[src/rtl/local_inj_arbiter.sv]
// Packet-level round-robin arbiter sharing the tile's local NoC injection port between two streams.
// Optional per-port packet counters are enabled by defining LOCAL_ARB_STATS_EN.
module local_inj_arbiter #(
   parameter int unsigned BW        = 32,
   parameter int unsigned BWB       = BW / 8,
   parameter int unsigned MAX_BEATS = 256
) (
   input  logic           clk_line,
   input  logic           clk_line_rst_high,

   input  logic           s0_TVALID,
   input  logic [BW-1:0]  s0_TDATA,
   input  logic [BWB-1:0] s0_TKEEP,
   input  logic           s0_TLAST,
   output logic           s0_TREADY,

   input  logic           s1_TVALID,
   input  logic [BW-1:0]  s1_TDATA,
   input  logic [BWB-1:0] s1_TKEEP,
   input  logic           s1_TLAST,
   output logic           s1_TREADY,

   output logic           m_TVALID,
   output logic [BW-1:0]  m_TDATA,
   output logic [BWB-1:0] m_TKEEP,
   output logic           m_TLAST,
   input  logic           m_TREADY,

   output logic [1:0]     grant,
   output logic           err_long_pkt,
   output logic [31:0]    pkt_cnt0,
   output logic [31:0]    pkt_cnt1
);

   localparam int unsigned CW = $clog2(MAX_BEATS) + 1;
   localparam logic [CW-1:0] CNT_SAT = CW'(MAX_BEATS);
   localparam logic [CW-1:0] CNT_ERR = CW'(MAX_BEATS - 1);

   typedef enum logic [1:0] {
      IDLE,
      OWN0,
      OWN1
   } state_t;

   state_t          state, state_nxt;
   logic            last_q;
   logic [CW-1:0]   beat_cnt;
   logic            beat;
   logic            last_beat;

   assign beat      = m_TVALID & m_TREADY;
   assign last_beat = beat & m_TLAST;
   assign grant     = {state == OWN1, state == OWN0};

   always_comb begin
      state_nxt = state;
      m_TVALID  = 1'b0;
      m_TLAST   = 1'b0;
      m_TDATA   = s0_TDATA;
      m_TKEEP   = s0_TKEEP;
      s0_TREADY = 1'b0;
      s1_TREADY = 1'b0;
      case (state)
         IDLE: begin
            // On a tie the requester not served last wins.
            if (s0_TVALID && s1_TVALID)
               state_nxt = last_q ? OWN0 : OWN1;
            else if (s0_TVALID)
               state_nxt = OWN0;
            else if (s1_TVALID)
               state_nxt = OWN1;
         end
         OWN0: begin
            m_TVALID  = s0_TVALID;
            m_TLAST   = s0_TLAST;
            s0_TREADY = m_TREADY;
            if (s0_TVALID && m_TREADY && s0_TLAST)
               state_nxt = IDLE;
         end
         OWN1: begin
            m_TVALID  = s1_TVALID;
            m_TLAST   = s1_TLAST;
            m_TDATA   = s1_TDATA;
            m_TKEEP   = s1_TKEEP;
            s1_TREADY = m_TREADY;
            if (s1_TVALID && m_TREADY && s1_TLAST)
               state_nxt = IDLE;
         end
         default: state_nxt = IDLE;
      endcase
   end

   always_ff @(posedge clk_line) begin
      if (clk_line_rst_high) begin
         state        <= IDLE;
         last_q       <= 1'b1;
         beat_cnt     <= '0;
         err_long_pkt <= 1'b0;
      end else begin
         state <= state_nxt;
         if (last_beat)
            last_q <= (state == OWN1);
         // Counter parks at MAX_BEATS so an overlong packet cannot wrap it.
         if (state == IDLE || last_beat)
            beat_cnt <= '0;
         else if (beat && beat_cnt != CNT_SAT)
            beat_cnt <= beat_cnt + 1'b1;
         if (beat && !m_TLAST && beat_cnt == CNT_ERR)
            err_long_pkt <= 1'b1;
      end
   end

`ifdef LOCAL_ARB_STATS_EN
   logic [31:0] cnt0_q, cnt1_q;

   always_ff @(posedge clk_line) begin
      if (clk_line_rst_high) begin
         cnt0_q <= '0;
         cnt1_q <= '0;
      end else if (last_beat) begin
         if (state == OWN0 && cnt0_q != '1)
            cnt0_q <= cnt0_q + 32'd1;
         if (state == OWN1 && cnt1_q != '1)
            cnt1_q <= cnt1_q + 32'd1;
      end
   end

   assign pkt_cnt0 = cnt0_q;
   assign pkt_cnt1 = cnt1_q;
`else
   assign pkt_cnt0 = '0;
   assign pkt_cnt1 = '0;
`endif

endmodule

[config.mk]
export PLATFORM = sky130hd
export DESIGN_NAME = local_inj_arbiter
export DESIGN_NICKNAME = d
export VERILOG_FILES = /design/src/rtl/local_inj_arbiter.sv
export SDC_FILE = /design/constraint.sdc
export NUM_CORES = 1
export LEC_CHECK = 0
export ABC_CLOCK_PERIOD_IN_PS = 3800
export BUFFER_PORTS_ARGS = -buffer_cell sky130_fd_sc_hd__buf_2
export CAP_MARGIN = 0
export CELL_PAD_IN_SITES_DETAIL_PLACEMENT = 1
export CELL_PAD_IN_SITES_GLOBAL_PLACEMENT = 2
export CORE_UTILIZATION = 18
export CTS_CLUSTER_DIAMETER = 100
export DETAILED_ROUTE_END_ITERATION = 8
export PLACE_DENSITY_LB_ADDON = 0.3
export SLEW_MARGIN = 20
export SYNTH_ARGS = -nofsm -noshare
export SYNTH_HDL_FRONTEND = slang
export SYNTH_SLANG_ARGS = --single-unit
[constraint.sdc]
create_clock -name clk_line -period 3.8 [get_ports clk_line]
set_clock_uncertainty 0.1 [all_clocks]
set_input_delay 0.76 -clock clk_line [delete_from_list [all_inputs] [get_ports clk_line]]
set_output_delay 0.76 -clock clk_line [all_outputs]
set_load 0.03 [all_outputs]
Yosys cells after proc, flatten, opt, wreduce, memory -nomap -nowiden

Cells that the tools add are included.

Memory bits (writable): 0
Word-level logic and storage cells: 40
Latch bits: 0
Bits in read-only memories: 0
Memories: 0
Flip-flop bits (word level): 13

Equality and inequality tests: 7
Reductions and logical operators: 13
Mux-type cells: 13
Div/mod/pow operators: 0
Shifts and indexed selects: 0
Add/subtract/negate cells: 1
Order comparisons: 0
Bitwise gates (word level): 2
$mul: 0

Operators by type and width:

| cell                | count |
|---|---|
| $mux 32             | 1 |
| $mux 2              | 6 |
| $add 9x1->9 const B | 1 |
| $eq 9x8->1 const B  | 1 |
| $ne 9x9->1 const B  | 1 |
| $logic_and 1x1->1   | 8 |
| $pmux 2 s3          | 1 |
| $mux 4              | 1 |
| $ne 2x1->1 const B  | 2 |
| $ne 4x4->1 const B  | 1 |
| $pmux 1 s2          | 2 |
| $reduce_and 3->1    | 1 |
| $and 1x1->1         | 2 |
| $eq 2x1->1 const B  | 1 |
| $eq 2x2->1 const B  | 1 |
| $logic_not 2->1     | 1 |
| $mux 1              | 2 |
| $reduce_or 2->1     | 1 |
| $logic_not 1->1     | 1 |
| $logic_or 1x1->1    | 1 |

Depth between registers and ports, before layout

Gate-level depths: netlist of run 1.

Depth in word-level cells: 6
Gate-level depth with buffers: 8
Mapped depth without buffers: 6

Worst setup path before layout of run 1

OpenSTA, ideal clock, no wires.

Kind: reg-to-output
Start point: register state[0]
End point: output port m_TDATA[23]
Arrival time: 1666 ps
Setup slack: 1274 ps
Stages on the path, launching flop included: 6
Data required time: 2940 ps
Path through: dfxtp_1 -> inv_1 -> ha_1 -> buf_6 -> clkbuf_1 -> mux2_2

Cells in the longest elaborated chain, start to end: 2

Ends and longest elaborated chain:

| item                   | line | source |
|---|---|---|
| from (decl)            | 45   | `state_t state, state_nxt;` |
| from (signal assigned) | 100  | `state <= state_nxt;` |
| $eq 2x2->1             | -    |  |
| via grant[1]           | 29   | `output logic [1:0] grant,` |
| $mux 32                | 63   | `case (state)` |
| to (decl)              | 24   | `output logic [BW-1:0] m_TDATA,` |

The timed path passes the listed nets, and every way through them passes these cells.

Worst setup path in the final report of run 1

Start point: register state[0]
End point: output port m_TDATA[2]

Cells in the longest elaborated chain, start to end: 2

Ends and longest elaborated chain:

| item       | line |
|---|---|
| $eq 2x2->1 | 63 |
| $mux 32    | 63 |

Every way passes these cells.

==> impl_summary.md, run 1 <==
Run status
The flow ran to the end, and the final reports show no timing, DRC or antenna violations.

STA
Summed over all failing endpoints, the final setup total negative slack is 0 ns. The minimum clock period after layout is 2.99 ns. Setup repair after global routing left no endpoint under its margin. The worst hold margin is 0.399 ns. The final count of pins violating max slew is 0. The slew at the pin with the worst max-slew slack is 0.569 ns. The portion of the clock cycle consumed by the worst path in the final layout is 78.7%. Static timing analysis puts the maximum clock frequency at 0.335 GHz. Setup slack on the critical path of the routed design comes to 0.811 ns.

The hold violation total from the final report is 0. Measured against its own limit, the worst slew margin works out to 62.0%. The number of failing setup endpoints in the final timing report is 0.

Yosys
The netlist uses 42 different library cells. After technology mapping, the gate count stands at 197. In this run, synthesis inferred 0 flip-flops with an integrated enable. The biggest area contributor in the post-synthesis netlist is sky130_fd_sc_hd__buf_4.

The Yosys step of the flow raised 0 warnings. For this run, asynchronously set or reset flops after synthesis account for 0%. Ranked by total cell area, the synthesized netlist is headed by sky130_fd_sc_hd__buf_4 28%, sky130_fd_sc_hd__mux2_2 24%, sky130_fd_sc_hd__dfxtp_1 15%, sky130_fd_sc_hd__ha_1 4.4%, sky130_fd_sc_hd__xnor2_1 2.6%. The number of synthesized register bits is 13. Summing the sequential cell areas from Yosys gives 15.2% of the chip area.

For this run, the leading register cell type out of synthesis is sky130_fd_sc_hd__dfxtp_1. The post-synth design cell area is 1710 µm². The area share of the largest cell type after synthesis is 28.0%.

The mean area per synthesized cell is 8.69 µm².

Global routing
The number of antenna violations at the first check in global routing is 0. The overall fraction of global-route tracks in use is 9.03%. Summed over all layers, the global routing overflow is 0. The number of global-route vias before repair is 1522. The first global-routing pass estimated 7180 µm of wire.

The largest net degree at the start of global routing is 27.

Worst setup path
The internal reg-to-reg setup slack is 1.56 ns. The start point of the critical path is state[0]. STA classifies the critical path startpoint as a flip-flop. STA puts the critical path data arrival time at 2.13 ns. By startpoint and endpoint, the worst setup path is classified as flip-flop to primary output. The start of the worst register-to-register path is state[0].

STA classifies the critical path endpoint as a primary output. The required time of the critical path is 2.94 ns. Of all nets on the critical path, the largest fanout is 26.

CTS
Clock-pin slew was measured on the worst setup and hold paths at 0.06 ns. TritonCTS built the clock tree. The buffer count from post-CTS setup fixing is 0.

The clock root buffer is sky130_fd_sc_hd__clkbuf_8. Clock tree synthesis found a total of 13 sinks. For this design, the CTS-stage hold fixing added 0 buffers. Clock latency on the worst-skew pair, taken at its later pin, is 0.25 ns. In this run the number of H-tree levels came out at 1.

Counting along the longest clock path gives a buffer depth of 2. The post-cts resize count is 0. The number of clock buffers added by TritonCTS is 3.

Power
The areal power density over the cells is 316 nW/µm². VDD sags by at most 0.0748 mV. In this run the static leakage power is 1.12 nW.

Cells and area
The post-route netlist has 53.2% of its cells at a drive strength greater than 1. The area growth from synthesis to final layout is 31.7%. The net count of the finished layout is 402. The number of antenna diodes in the final layout is 0. The count of placed standard cells in the final layout, fillers left out is 445.

The finished cells cover 2260 µm². Counting the fill cells in the layout gives 1141.

Placement
Detailed placement finished with a half-perimeter wire length of 4140 µm. Prior to clock tree synthesis, the placed netlist has a worst setup slack of 1.04 ns. Once placement completed, the tool counted placed cells totaling 441. At the end of routability-driven placement, the weighted congestion stood at 0.720. The number of buffers added on ports is 121. The placed instances occupy a cell area of 2210 µm².

Floorplan
The height of the die is 99.6 µm. The total core area is 9240 µm². The number of ports placed on the die boundary is 186. The die is 99.6 µm wide. In this run the core area contains 35 standard-cell rows. For this configuration, the core starts out at a cell density of 18.5%. The die covers 9910 µm².

Route
The via count is 1661. Dividing the detail-routed wire length by the instance count gives 10.8 µm. The total iterations of the first detailed-routing run is 4. In the routed design, unresolved DRC markers number 0. In this run, the number of DRC markers left after iteration 0 of detailed routing was 35. The wire length reported by the detailed router is 4780 µm.

After detailed routing, the number of vias per cell comes to 3.73. The number of nets with antenna violations after detailed routing is 0.

Worst hold path
The min-delay analysis places its worst path in the category flip-flop to flip-flop. In this run the most critical hold path is launched from state[0].

Flow run
The number of max-cap violations is 0.
-- cell families after synthesis --
family	synth area share [%]
mux	24.3
other cells	0.219
buf+inv	31.8
flops	15.2
xor+xnor	2.56
compound gates	8.98
fa+ha+maj	4.38
simple gates	12.6
-- worst paths after layout --
path                                     to  depth (start not counted)
worst max-delay path             m_TDATA[2]                          5
worst min-delay path               state[0]                          2
worst max register to register  beat_cnt[1]                          6
worst min register to register     state[0]                          2
-- synthesized netlist by cell type (2+ instances only) --
library cell,n
sky130_fd_sc_hd__nand3_1,3
sky130_fd_sc_hd__nand2b_1,2
sky130_fd_sc_hd__o21ai_0,3
sky130_fd_sc_hd__mux2_2,36
sky130_fd_sc_hd__nor2_1,10
sky130_fd_sc_hd__nor3_1,2
sky130_fd_sc_hd__and2_1,3
sky130_fd_sc_hd__a31oi_1,2
sky130_fd_sc_hd__a21oi_1,2
sky130_fd_sc_hd__dfxtp_1,13
sky130_fd_sc_hd__ha_1,6
sky130_fd_sc_hd__and3_1,3
sky130_fd_sc_hd__nor3b_1,2
sky130_fd_sc_hd__a22oi_1,2
sky130_fd_sc_hd__buf_4,64
sky130_fd_sc_hd__xnor2_1,5
sky130_fd_sc_hd__nand2_1,3
sky130_fd_sc_hd__buf_2,4
sky130_fd_sc_hd__nand4_1,2
sky130_fd_sc_hd__inv_1,8
-- state kept, by name, summed over array words and instances (netlist names) --
| register | flops |
|---|---|
| err_long_pkt | 1 |
| last_q | 1 |
| beat_cnt | 9 |
| state | 2 |
-- power by group --
part           switching, mW  internal (mW)  total [mW]
registers            0.00270          0.140       0.143
clock network         0.0524         0.0742       0.127
logic                  0.302          0.142       0.444
total                  0.357          0.356       0.713
-- critical path: stages, from the launching register on --
cell and delay, ns:
sky130_fd_sc_hd__dfxtp_1 0.32, sky130_fd_sc_hd__inv_1 0.08, sky130_fd_sc_hd__ha_2 0.56, sky130_fd_sc_hd__buf_4 0.37, sky130_fd_sc_hd__mux2_2 0.37, sky130_fd_sc_hd__buf_2 0.18
-- per-stage QoR --
step,total power [mW],utilization [%]
2_1_floorplan,0.534,-
3_3_place_gp,0.594,23.9
3_5_place_dp,0.594,23.9
4_1_cts,0.724,24.4
5_1_grt,0.758,24.4
6_report,0.713,24.4
-- layout by cell type, fill, tap and decap left out, types with 2 or more instances in the layout --
| cell type | Yosys | layout |
|---|---|---|
| sky130_fd_sc_hd__and2_1 | 3 | 3 |
| sky130_fd_sc_hd__nor3b_1 | 2 | 2 |
| sky130_fd_sc_hd__o21ai_0 | 3 | 3 |
| sky130_fd_sc_hd__inv_1 | 8 | 8 |
| sky130_fd_sc_hd__nor3_1 | 2 | 2 |
| sky130_fd_sc_hd__a22oi_1 | 2 | 2 |
| sky130_fd_sc_hd__nand2b_1 | 2 | 2 |
| sky130_fd_sc_hd__nand2_1 | 3 | 3 |
| sky130_fd_sc_hd__nor2_1 | 10 | 10 |
| sky130_fd_sc_hd__clkbuf_8 | 0 | 3 |
| sky130_fd_sc_hd__ha_1 | 6 | 5 |
| sky130_fd_sc_hd__and3_1 | 3 | 3 |
| sky130_fd_sc_hd__mux2_2 | 36 | 36 |
| sky130_fd_sc_hd__nand3_1 | 3 | 3 |
| sky130_fd_sc_hd__buf_2 | 4 | 121 |
| sky130_fd_sc_hd__a31oi_1 | 2 | 2 |
| sky130_fd_sc_hd__dfxtp_1 | 13 | 13 |
| sky130_fd_sc_hd__xnor2_1 | 5 | 5 |
| sky130_fd_sc_hd__a21oi_1 | 2 | 2 |
| sky130_fd_sc_hd__nand4_1 | 2 | 2 |
| sky130_fd_sc_hd__conb_1 | 1 | 64 |
-- final cells by class --
| type | count | area, µm² | area share, % |
|---|---|---|---|
| clock buffer | 4 | 45.0 | 2.00 |
| multi-input combinational | 169 | 1150 | 50.8 |
| inverter | 8 | 30.0 | 1.33 |
| timing repair buffer | 122 | 613 | 27.2 |
| sequential | 13 | 260 | 11.5 |
| tap | 129 | 161 | 7.15 |
-- per-layer routing --
metal  vias to the layer above  wire, µm  track usage, %
met1                       760      1640            8.79
li1                        790         -               -
met4                         0         0            1.70
met2                       111      2640            18.7
met5                         -         0               0
met3                         0       509            2.53
Note: power is estimated with default switching activity, not from simulation.
==> run 2, diff against run 1 <==
- ABC_CLOCK_PERIOD_IN_PS: 3800 -> 2600
- CORE_UTILIZATION: 18 -> 15
- clock period: 3.8 -> 2.6 ns (I/O delays scaled with it)
==> impl_summary.md, run 2 (synthesized netlist as in run 1, its figures left out) <==
Power
The standby leakage power came to 1.14 nW (+1.8%). The areal power density over the cells is 500 nW/µm² (+58%). The proportion of total power due to net switching is 46.3% (-3.8 points). The net switching component of the power is 0.535 mW (+50%).

The internal power contribution is 0.621 mW (+74%). The register share of total power is 18.1% (-1.9 points). The worst ir drop on vdd came to 0.239 mV (+220%).

The relative contribution of the clock network to total power is 25.5% (+7.7 points). The total power came to 1.16 mW (+62%). The combinational share of power was 56.4% (-5.8 points).

Global routing
The number of global-route vias before repair was 1566 (+2.9%). The wire length of the first global-routing pass is 7130 µm (-0.68%). The total grt overflow is 0 (unchanged). The number of antenna violations at the first check in global routing is 0 (unchanged). The overall fraction of global-route tracks in use is 7.65% (-1.4 points).

The largest net degree at the start of global routing is 32 (+19%).

Placement
The worst setup timing slack at the placement stage came to 0.436 ns (-0.601 ns). The total half-perimeter wirelength after legalization and detailed placement is 4230 µm (+2.1%). The final weighted congestion in routability-driven placement is 0.642 (-11%).

The number of buffers added on ports is 121 (unchanged).

Cells and area
The share of post-route cells with drive strength above 1 is 53.3% (+0.15 points). The number of fillers in the final layout is 1372 (+20%). The final cell utilization of the core was 21.0% (-3.4 points). The largest registers in the layout are beat_cnt x9, state x2. The top register by number of flip-flops is beat_cnt.

Leaving out fill and tap cells, the most frequent cells in the layout are 121 x sky130_fd_sc_hd__buf_2, 64 x sky130_fd_sc_hd__conb_1, 36 x sky130_fd_sc_hd__mux2_2. The total inserted antenna cells came to 0 (unchanged). The flip-flop count of the largest register, all copies and words added is 9 (unchanged).

The library cell used most frequently in the layout, excluding fill and tap cells, is sky130_fd_sc_hd__buf_2. The area growth from synthesis to layout is 34.9%. The area taken by flip-flops and latches came to 260 µm² (unchanged). The area of the multi-input gates is 1150 µm² (unchanged). The number of nets at the end of the flow is 403 (+0.25%).

Floorplan
The die footprint is 11900 µm² (+20%). The width of the die is 109 µm (+9.4%). The number of ports placed on the die boundary is 186 (unchanged). The placement row count is 38 (+8.6%). The effective utilization at floorplan came to 15.6% (-2.9 points).

The total core area came to 11000 µm² (+19%). The height of the die is 109 µm (+9.4%).

Route
The via count is 1668 (+0.42%). The remaining design rule violation count is 0 (unchanged). The total iterations of the first detailed-routing run came to 2 (-2). The number of nets with antenna violations after detailed routing is 0 (unchanged). The wire length reported by the detailed router came to 4870 µm (+1.7%). The number of DRC markers in iteration 0 is 30 (-14%). The via density per instance came to 3.65 (-2.2%). The detailed-route wire length per cell is 10.6 µm (-0.98%).

Worst setup path
The largest fanout on the critical path came to 31 (+19%). The required time of the critical path is 1.98 ns (-0.96 ns). The arrival time of data at the critical path endpoint was 1.77 ns (-0.36 ns). By startpoint and endpoint, the worst setup path is classified as flip-flop to primary output. The sort of element at the end of the critical path is a primary output. The worst setup path is launched from a flip-flop.

Run status
The flow ran to the end, and the final reports show no timing, DRC or antenna violations.

Worst hold path
The path class of the tightest hold or removal check is flip-flop to flip-flop.

STA
The minimum clock period after layout is 2.39 ns. The portion of the clock cycle consumed by the worst path in the final layout is 91.9%. The hold violation total from the final report is 0 (unchanged). The worst max-slew margin expressed relative to the limit came to 64.3% (+2.3 points). Setup repair after global routing left no endpoint under its margin. The summed negative setup slack over all endpoints is 0 ns (unchanged).

The slew at the pin with the worst max-slew slack is 0.534 ns (-0.0355 ns). The setup slack after layout was 0.211 ns (-0.600 ns). The number of failing setup endpoints in the final timing report is 0 (unchanged). The maximum clock rate is 0.419 GHz. The final count of pins violating max slew was 0 (unchanged).

CTS
The root buffer cell chosen for the clock tree is sky130_fd_sc_hd__clkbuf_16. The post-cts resize count was 0 (unchanged). The count of clock tree sinks came to 13 (unchanged).

The buffer count from post-CTS setup fixing is 0 (unchanged). The largest buffer count on any clock path is 2 (unchanged). The number of H-tree branching levels came to 1 (unchanged). The CTS clock-pin slew for the worst setup and hold paths is 0.05 ns (about the same). The clock insertion delay at the later pin of the skew report came to 0.24 ns (about the same). The number of hold buffers added after CTS is 0 (unchanged). The clock tree from TritonCTS is done. The CTS buffer count came to 3 (unchanged).

Flow run
The number of max-cap violations came to 0 (unchanged).
-- run 2: power by group through the flow --
stage / Sequential (mW) / Combinational [mW] / Clock [mW]
2_1_floorplan: 0.212 / 0.569 / 0
3_3_place_gp: 0.213 / 0.661 / 0
3_5_place_dp: 0.213 / 0.660 / 0
4_1_cts: 0.209 / 0.662 / 0.306
5_1_grt: 0.210 / 0.701 / 0.314
6_report: 0.209 / 0.652 / 0.294
-- run 2: critical path, cell delays in order (launching register included) --
cell and delay, ns:
sky130_fd_sc_hd__dfxtp_1 0.32, sky130_fd_sc_hd__inv_1 0.08, sky130_fd_sc_hd__ha_2 0.19, sky130_fd_sc_hd__buf_4 0.34, sky130_fd_sc_hd__mux2_2 0.39, sky130_fd_sc_hd__buf_2 0.18
-- run 2: layer usage --
metal  GRT usage, %  vias to the layer above  part of all wire, %
met5              0                        -                    0
met4           2.03                        0                 0.84
met3           2.33                        2                   13
met2           15.7                      123                   51
met1           7.10                      756                   35
li1               -                      787                    -
-- run 2: cell type report --
type	instances	area share, %
well taps	140	7.58
flip-flops and latches	13	11.3
clock buffers	4	3.41
inverters	8	1.30
repair buffers	123	26.9
multi-input cells	169	49.6
-- run 2: path summary, 6_finish.rpt --
check | from | end | slack [ns] | cells after the start
max | state[0] | m_TDATA[18] | 0.21 | 5
min | err_long_pkt | err_long_pkt | 0.36 | 2
max reg2reg | state[0] | beat_cnt[8] | 0.58 | 7
min reg2reg | err_long_pkt | err_long_pkt | 0.36 | 2
-- run 2: through the flow --
step / cells / hold WS (ns) / cell area (µm²)
CTS: 457 / 0.376 / 2310
global route: 457 / 0.395 / 2310
finish: 457 / 0.363 / 2310
floorplan: 260 / 0.360 / 1950
global placement: 453 / 0.345 / 2230
detailed placement: 453 / 0.364 / 2230
==> run 3, diff against run 2 <==
- ABC_CLOCK_PERIOD_IN_PS: 2600 -> 2300
- CORE_UTILIZATION: 15 -> 16
- clock period: 2.6 -> 2.3 ns (I/O delays scaled with it)
==> impl_summary.md, run 3 (synthesized netlist as in run 1, its figures left out) <==
Cells and area
The largest registers in the layout are beat_cnt x9, state x2. The total inserted antenna cells is 0 (unchanged). The library cells used most frequently in the layout, excluding fill and tap cells, are 121 x sky130_fd_sc_hd__buf_2, 64 x sky130_fd_sc_hd__conb_1, 36 x sky130_fd_sc_hd__mux2_2.

The cell area after layout came to 2310 µm² (-0.11%). beat_cnt holds more flip-flops than any other register. The flip-flop count of the largest register, all copies and words added is 9 (unchanged). The share of post-route cells with drive strength above 1 is 53.9% (+0.61 points). Leaving out fill and tap cells, the most frequent cell in the layout is sky130_fd_sc_hd__buf_2. The count of placed standard cells in the final layout, fillers left out is 455 (-0.44%). The area growth from synthesis to final layout is 34.8%. The number of nets at the end of the flow is 405 (+0.50%).

Floorplan
The effective utilization at floorplan is 16.5% (+0.92 points). The number of ports placed on the die boundary is 186 (unchanged). The placement row count is 37 (-2.6%). The height of the die was 105 µm (-3.1%).

The total core area is 10400 µm² (-5.6%). The die footprint is 11100 µm² (-6.1%). The width of the die was 105 µm (-3.1%).

STA
Timing would allow up to 0.441 GHz. The final count of pins violating max slew is 0 (unchanged). Setup repair after global routing could not meet its margin everywhere. The portion of the clock cycle consumed by the worst path in the final layout is 98.5%. The setup slack after layout is 0.0346 ns (-0.177 ns). The hold violation total from the final report is 0 (unchanged). The minimum clock period after layout is 2.27 ns.

The number of failing setup endpoints in the final timing report is 0 (unchanged).

Route
The wire length reported by the detailed router is 4960 µm (+1.9%). The via density per instance is 3.62 (-0.89%). The via count came to 1646 (-1.3%). The number of DRC markers in iteration 0 is 23 (-23%).

The remaining design rule violation count is 0 (unchanged). The total iterations of the first detailed-routing run was 4 (+2). The number of nets with antenna violations after detailed routing is 0 (unchanged).

The detailed-route wire length per cell came to 10.9 µm (+2.3%).

CTS
The CTS clock-pin slew for the worst setup and hold paths came to 0.06 ns (about the same). The clock insertion delay at the later pin of the skew report was 0.25 ns (about the same). The clock root buffer is sky130_fd_sc_hd__clkbuf_8. The number of H-tree branching levels is 1 (unchanged). The CTS buffer count is 3 (unchanged). The largest buffer count on any clock path was 2 (unchanged). The number of hold buffers added after CTS is 0 (unchanged). The count of clock tree sinks is 13 (unchanged).

The clock tree from TritonCTS is done. The buffer count from post-CTS setup fixing is 0 (unchanged).

Power
The register share of total power is 19.5% (+1.4 points). The worst ir drop on vdd is 0.151 mV (-37%). The proportion of total power due to net switching is 49.9% (+3.6 points). The standby leakage power was 1.14 nW (about the same). The combinational share of power is 62.9% (+6.5 points). The net switching component of the power is 0.603 mW (+13%). The relative contribution of the clock network to total power came to 17.5% (-8.0 points). The internal power contribution came to 0.606 mW (-2.3%). The areal power density over the cells came to 524 nW/µm² (+4.7%).

Placement
The number of buffers added on ports is 121 (unchanged). The worst setup timing slack at the placement stage is 0.255 ns (-0.182 ns). The total half-perimeter wirelength after legalization and detailed placement was 4280 µm (+1.3%). The number of placed instances with taps included was 451 (-0.44%). The placed cell area was 2250 µm² (+1.0%). The final weighted congestion in routability-driven placement was 0.709 (+10%).

Worst hold path
The type of the most critical hold path is input pin to flip-flop.

Global routing
The number of global-route vias before repair is 1485 (-5.2%). The largest net degree at the start of global routing is 25 (-22%). The overall fraction of global-route tracks in use is 8.58% (+0.93 points). The wire length of the first global-routing pass was 7520 µm (+5.5%). The total grt overflow is 0 (unchanged). The number of antenna violations at the first check in global routing is 0 (unchanged).

Flow run
The number of max-cap violations is 0 (unchanged).

Worst setup path
The start point of the critical path is state[0]. The worst setup path is launched from a flip-flop. The category of the most critical setup path is flip-flop to primary output. The logic depth of the worst register-to-register path is 6 (-1). The endpoint identified for the worst register-to-register timing path is beat_cnt[1]. The sort of element at the end of the critical path is a primary output.

The capturing element of the worst setup path is m_TDATA[26]. The largest fanout on the critical path was 24 (-23%). The internal reg-to-reg setup slack was 0.32 ns (-0.26 ns). The worst register-to-register path begins at state[1].

The arrival time of data at the critical path endpoint came to 1.71 ns (-0.06 ns). The required time of the critical path is 1.74 ns (-0.24 ns).

Run status
The flow ran to the end, and the final reports show no timing, DRC or antenna violations.
[run 3: worst max-delay path: stages (launching register included)]
cell	delay, ns
sky130_fd_sc_hd__dfxtp_1	0.32
sky130_fd_sc_hd__inv_1	0.08
sky130_fd_sc_hd__ha_2	0.30
sky130_fd_sc_hd__buf_12	0.20
sky130_fd_sc_hd__mux2_2	0.36
sky130_fd_sc_hd__buf_2	0.18
[run 3: how the worst min path moves through the flow]
| stage | startpoint | to | slack (ns) | cells after the start |
|---|---|---|---|---|
| final | clk_line_rst_high | state[0] | 0.37 | 2 |
| after global routing | clk_line_rst_high | err_long_pkt | 0.38 | 2 |
| after CTS | clk_line_rst_high | err_long_pkt | 0.37 | 2 |
| after detailed placement | err_long_pkt | err_long_pkt | 0.37 | 2 |
| after global placement | err_long_pkt | err_long_pkt | 0.37 | 2 |
| after floorplan | state[1] | state[1] | 0.36 | 2 |
[run 3: per-stage QoR]
step           power [mW]  hold WS [ns]  utilization, %  TNS (ns)
2_1_floorplan       0.883         0.360               -         0
3_3_place_gp         1.00         0.368            21.7         0
3_5_place_dp         1.00         0.368            21.7         0
4_1_cts              1.23         0.365            22.3         0
5_1_grt              1.29         0.375            22.3     -1.55
6_report             1.21         0.369            22.3         0
[run 3: power by group through the flow]
| stage | clock network [mW] | registers, mW | logic, mW |
|---|---|---|---|
| 6_report | 0.212 | 0.236 | 0.761 |
| 5_1_grt | 0.236 | 0.237 | 0.813 |
| 4_1_cts | 0.226 | 0.236 | 0.769 |
| 3_5_place_dp | 0 | 0.242 | 0.762 |
| 3_3_place_gp | 0 | 0.240 | 0.761 |
| 2_1_floorplan | 0 | 0.239 | 0.643 |
[run 3: cell type report]
cell class / count / area, µm²
Clock buffer: 4 / 45.0
Fill cell: 1293 / 8060
Inverter: 8 / 30.0
Multi-Input combinational cell: 169 / 1150
Sequential cell: 13 / 260
Tap cell: 136 / 170
Timing Repair Buffer: 125 / 652
[run 3: layer usage]
layer	GRT usage, %	routed length [µm]	vias up
li1	-	-	792
met1	9.38	1900	742
met2	15.7	2450	107
met3	2.78	546	5
met4	2.41	53	0
met5	0	0	-
[run 3: what timing repair did]
item	in CTS	in global routing
gates resized for setup	2	0
pin swaps	0	0
setup endpoints to repair	14	37
